**src/rtl/reg_file_if.sv**
```systemverilog
// Register-file access bus: decode-side read ports, writeback-side write port
// and the debug write counter.
interface reg_file_if #(
  parameter int XLEN = 32,
  parameter int AW   = 5
);
  logic [AW-1:0]   rs1_addr;
  logic [AW-1:0]   rs2_addr;
  logic [XLEN-1:0] rs1_data;
  logic [XLEN-1:0] rs2_data;
  logic            we;
  logic [AW-1:0]   rd_addr;
  logic [XLEN-1:0] rd_data;
  logic [15:0]     wr_count;

  // Pipeline side: issues read indices and writeback, observes read data.
  modport master (
    output rs1_addr, rs2_addr, we, rd_addr, rd_data,
    input  rs1_data, rs2_data, wr_count
  );

  // Register file side.
  modport slave (
    input  rs1_addr, rs2_addr, we, rd_addr, rd_data,
    output rs1_data, rs2_data, wr_count
  );
endinterface

```
**src/rtl/reg_file.sv**
```systemverilog
// RV32I integer register file: NREGS x XLEN storage, one synchronous write
// port, two combinational read ports with write-first bypass, x0 reads zero.
module reg_file #(
  parameter int XLEN  = 32,
  parameter int NREGS = 32,
  parameter int AW    = 5
) (
  input logic         clk,
  input logic         rst,
  reg_file_if.slave   bus
);

  logic [XLEN-1:0] regs [NREGS];
  logic [15:0]     wr_count_q;
  logic            wr_hit;

  // Saturating increment for the debug write counter; holds at all-ones.
  function automatic logic [15:0] sat_inc(input logic [15:0] v);
    if (v == 16'hFFFF) return v;
    return v + 16'd1;
  endfunction

  // Read mux: x0 is zero, a live write to the same index wins over storage.
  function automatic logic [XLEN-1:0] read_port(
    input logic [AW-1:0]   a,
    input logic            hit,
    input logic [AW-1:0]   wa,
    input logic [XLEN-1:0] wd,
    input logic [XLEN-1:0] stored
  );
    if (a == '0)            return '0;
    if (hit && (a == wa))   return wd;
    return stored;
  endfunction

  // A write commits only with rst low and a non-zero destination.
  always_comb begin
    wr_hit = bus.we && (bus.rd_addr != '0) && !rst;
  end

  // Storage update: reset clears everything, otherwise load the addressed entry.
  always_ff @(posedge clk) begin
    if (rst) begin
      for (int i = 0; i < NREGS; i++) regs[i] <= '0;
    end else if (wr_hit) begin
      regs[bus.rd_addr] <= bus.rd_data;
    end
  end

  // Committed-write counter, saturating rather than wrapping.
  always_ff @(posedge clk) begin
    if (rst)         wr_count_q <= '0;
    else if (wr_hit) wr_count_q <= sat_inc(wr_count_q);
  end

  // Combinational read ports.
  always_comb begin
    bus.rs1_data = read_port(bus.rs1_addr, wr_hit, bus.rd_addr, bus.rd_data,
                             regs[bus.rs1_addr]);
    bus.rs2_data = read_port(bus.rs2_addr, wr_hit, bus.rd_addr, bus.rd_data,
                             regs[bus.rs2_addr]);
  end

  assign bus.wr_count = wr_count_q;

endmodule
```
**src/flat_wrapper.sv**
```systemverilog
// flat-port wrapper written by rule: the top's interface ports become plain ports
module reg_file_flat 
#(
  parameter int XLEN  = 32,
  parameter int NREGS = 32,
  parameter int AW    = 5
)
  (clk, rst, bus_rs1_addr, bus_rs2_addr, bus_we, bus_rd_addr, bus_rd_data, bus_rs1_data, bus_rs2_data, bus_wr_count);
  reg_file_if #(.XLEN(XLEN), .AW(AW)) bus_i ();
  input logic clk;
  input logic rst;
  input wire logic [$bits(bus_i.rs1_addr)-1:0] bus_rs1_addr;
  input wire logic [$bits(bus_i.rs2_addr)-1:0] bus_rs2_addr;
  input wire logic [$bits(bus_i.we)-1:0] bus_we;
  input wire logic [$bits(bus_i.rd_addr)-1:0] bus_rd_addr;
  input wire logic [$bits(bus_i.rd_data)-1:0] bus_rd_data;
  output wire logic [$bits(bus_i.rs1_data)-1:0] bus_rs1_data;
  output wire logic [$bits(bus_i.rs2_data)-1:0] bus_rs2_data;
  output wire logic [$bits(bus_i.wr_count)-1:0] bus_wr_count;
  assign bus_i.rs1_addr = bus_rs1_addr;
  assign bus_i.rs2_addr = bus_rs2_addr;
  assign bus_i.we = bus_we;
  assign bus_i.rd_addr = bus_rd_addr;
  assign bus_i.rd_data = bus_rd_data;
  assign bus_rs1_data = bus_i.rs1_data;
  assign bus_rs2_data = bus_i.rs2_data;
  assign bus_wr_count = bus_i.wr_count;
  reg_file #(.XLEN(XLEN), .NREGS(NREGS), .AW(AW)) u_core (.clk(clk), .rst(rst), .bus(bus_i));
endmodule
```
**config.mk**
```make
export PLATFORM = sky130hd
export DESIGN_NAME = reg_file_flat
export DESIGN_NICKNAME = d
export VERILOG_FILES = /design/src/rtl/reg_file_if.sv /design/src/rtl/reg_file.sv /design/src/flat_wrapper.sv
export SDC_FILE = /design/constraint.sdc
export NUM_CORES = 2
export LEC_CHECK = 0
export ABC_AREA = 1
export CORE_MARGIN = 8
export CORE_UTILIZATION = 35
export DETAILED_ROUTE_END_ITERATION = 7
export PLACE_DENSITY_LB_ADDON = 0.05
export SLEW_MARGIN = 40
export SYNTH_ARGS = -nofsm -noshare
export SYNTH_HDL_FRONTEND = slang
export SYNTH_SLANG_ARGS = --single-unit
```
**constraint.sdc**
```tcl
create_clock -name clk -period 6 [get_ports clk]
set_clock_uncertainty 0.2 [all_clocks]
set_input_delay 1.2 -clock clk [delete_from_list [all_inputs] [get_ports clk]]
set_output_delay 1.2 -clock clk [all_outputs]
set_load 0.1 [all_outputs]
```
==> out/results.ini <==
[status]
outcome = finished, final reports clean

[grt]
grt_overflow_total = 0
antenna_found_initial = 12
grt.total_usage_pct = 29.20
grt_pass1_vias = 51080
grt_max_degree = 146
grt_pass1_wl_mm = 383.8

[die]
row_count = 151
start_util_pct = 35.06
io_pins = 130
die_width_um = 427.1
design.die.area_um2 = 182400
coreArea_um2 = 168700
die_h_um = 427.1

[sta]
finalHoldViolCount = 0
min_period_ns = 5.874
maxSlewHeadroom_pct = 38.84
period_share_pct = 97.90
fmax_mhz = 170.2
setup_viol = 0
tns_ns = 0
rsz0062_at_grt = no
whs_ns = 0.3042
slew_violations = 0
tightest_slew_ns = 0.9142
post-route-worst-setup-slack_ns = 0.1259

[routing]
drcViolationCount = 0
routed_wl_mm = 273.8
ant_nets = 0
vias = 54170
first_iter_violations = 6162
vias_per_cell = 5.576
drt-wirelength-per-cell_um = 28.19
firstDrtPassIters = 6

[setup_path]
worstPathArrival_ns = 4.47
cp-start-kind = input pin
crit_start = bus_rd_addr[3]
r2r_end = u_core.bus.wr_count[9]$_SDFFE_PP0P_
r2r_slack_ns = 3.70
cp_slowest_cell = clkdlybuf4s50_1
criticalPathCategory = input pin to output port
critPathMaxFanout = 17
endpoint_kind = output port
r2r_cells = 8
crit_path_end = bus_rs2_data[24]
crit_path_cell_trace = clkdlybuf4s50_1, nor3_4, nand2_1, nand2_4, inv_2, nand2_2, nand3_1, nand2_1, inv_1, buf_12
r2r-start = u_core.bus.wr_count[0]$_SDFFE_PP0P_
crit_path_frequent_cell = nand2_1
max_stage_delay_ns = 0.69
required_ns = 4.60

[place]
routabilityCongestion = 0.8408
place_ws_ns = 0.1812
portBuffers = 129
dp_cells = 9483
dp_hpwl_mm = 162.8

[synthesis]
yosysMostFrequentCell = nand2_1
synthFlopType = edfxtp_1
synth_area_leader_cell = edfxtp_1
synth_area_leaders = edfxtp_1, nand2_1, nor2_1
syn_area_um2 = 59160
avgSynthCellArea_um2 = 7.879
synth_edf_count = 1024
ys_seq_area_share_pct = 52.52
syn_inst = 7508
yosysWarnings = 0
synthArstFlopShare_pct = 0
synth_cell_types = 29
synthTopCellsByCount = nand2_1, nor2_1, edfxtp_1, nand3_1, inv_1
ys_ff_latch = 1040
synth_top_area_share_pct = 51.98

[power_and_ir_drop]
power.total_uw = 19530
leakage_uw = 0.02863
swShare_pct = 30.55
combPwrFrac_pct = 17.7
internal-power_uw = 13560
vdd_ir_drop_max_mv = 0.2752
powerDensity_nw_per_um2 = 287.5
p_clk_share_pct = 38.8
p_seq_share_pct = 43.6
p_sw_uw = 5968

[clock_network]
postCtsSetupRepairBufs = 0
cts-resized-gates = 0
cts_hold_buffers = 0
ctsHtreeMaxLevel = 4
cts.clk_slew.worst_paths_ns = 0.06
clockRootBuffer = clkbuf_16
cts_buffer_depth = 3
clock_sinks = 1040
clk_latency_ns = 0.77
cts_tree = built
cts-buffers-inserted = 132

[finish]
drive_gt1_share_pct = 7.931
instances_no_fill = 9714
area_growth_pct = 14.86
final_nets = 7450

[flow_run]
maxCapViolCount = 0

[worst_hold_path]
min_path_type = flip-flop to flip-flop

[stage by stage]
stage | utilization, % | cell area [um2]
floorplan | - | 59270
global placement | 37.96 | 64040
detailed placement | 37.92 | 63980
CTS | 40.26 | 67930
global route | 40.27 | 67940
finish | 40.27 | 67950
[final cells by class]
type	instances	area, um2
fillers	17000	100800
flip-flops and latches	1040	31070
multi-input cells	5018	22430
repair buffers	374	4541
clock buffers	172	3601
inverters	833	3163
well taps	2218	2775
clock inverters	53	349.1
diodes	6	15.01
[routing by layer]
layer	vias up	global-route usage, %	part of all wire, %
met1	26520	38.31	41
li1	24490	-	-
met5	-	0	0.024
met3	560	4.894	8.1
met4	8	13.68	5.2
met2	2591	47.13	46
[state kept, by name, summed over array words and instances (netlist names)]
name                 count
u_core.bus.wr_count     16
u_core.regs           1024
[worst max-delay path, delay by kind of cell]
kind / cells / cell delay, ns
buffers and inverters: 4 / 1.11
and+or+nand+nor: 6 / 2.16
[logic make-up (layout without fill, tap and decap cells)]
logic type	count (synthesis)	in the layout	share of synthesized area, %
simple gates	3675	3675	25.53
buf+inv	1481	1432	10.10
compound gates	1297	1297	11.63
flops	1040	1040	52.52
xor+xnor	13	13	0.1925
fa+ha+maj	1	1	0.02115
other cells	1	38	0.006339
[worst min path at each step]
stage                                                 endpoint                                 start  slack [ns]  depth (start not counted)
final                     u_core.bus.wr_count[14]$_SDFFE_PP0P_  u_core.bus.wr_count[14]$_SDFFE_PP0P_        0.30                          2
after global routing       u_core.bus.wr_count[1]$_SDFFE_PP0P_   u_core.bus.wr_count[1]$_SDFFE_PP0P_        0.32                          2
after CTS                 u_core.bus.wr_count[14]$_SDFFE_PP0P_  u_core.bus.wr_count[14]$_SDFFE_PP0P_        0.30                          2
after detailed placement  u_core.bus.wr_count[14]$_SDFFE_PP0P_  u_core.bus.wr_count[14]$_SDFFE_PP0P_        0.29                          2
after global placement    u_core.bus.wr_count[14]$_SDFFE_PP0P_  u_core.bus.wr_count[14]$_SDFFE_PP0P_        0.29                          2
after floorplan           u_core.bus.wr_count[14]$_SDFFE_PP0P_  u_core.bus.wr_count[14]$_SDFFE_PP0P_        0.72                          2
[power groups by stage]
stage               combinational [uW]  clock, uW  sequential [uW]
floorplan                         1930          0             8630
global placement                  3420          0             8650
detailed placement                3420          0             8660
CTS                               3430       7690             8510
global route                      3640       7960             8550
finish                            3450       7570             8510
[cell usage in the layout, fill, tap and decap left out, types with 5 or more instances in the layout]
| cell | Yosys | layout |
|---|---|---|
| nand2_1 | 1451 | 1394 |
| nor2_1 | 1245 | 1241 |
| edfxtp_1 | 1024 | 1024 |
| nand3_1 | 931 | 931 |
| inv_1 | 827 | 817 |
| o21ai_0 | 600 | 600 |
| a21oi_1 | 541 | 541 |
| buf_4 | 19 | 180 |
| o211ai_1 | 155 | 155 |
| clkbuf_16 | 0 | 138 |
| buf_12 | 0 | 132 |
| nand2_2 | 3 | 58 |
| clkdlybuf4s50_1 | 0 | 38 |
| clkinv_1 | 2 | 32 |
| clkbuf_1 | 311 | 32 |
| conb_1 | 1 | 32 |
| nor3_1 | 22 | 21 |
| buf_2 | 249 | 19 |
| dfxtp_1 | 16 | 16 |
| clkinv_2 | 0 | 15 |
| or2_2 | 9 | 9 |
| xor2_1 | 7 | 7 |
| diode_2 | 0 | 6 |
| xnor2_1 | 6 | 6 |
| inv_2 | 4 | 6 |
| nand4_1 | 6 | 6 |
| nor3_4 | 4 | 6 |
| clkinv_8 | 0 | 5 |
(Power assumes the default switching activity.)
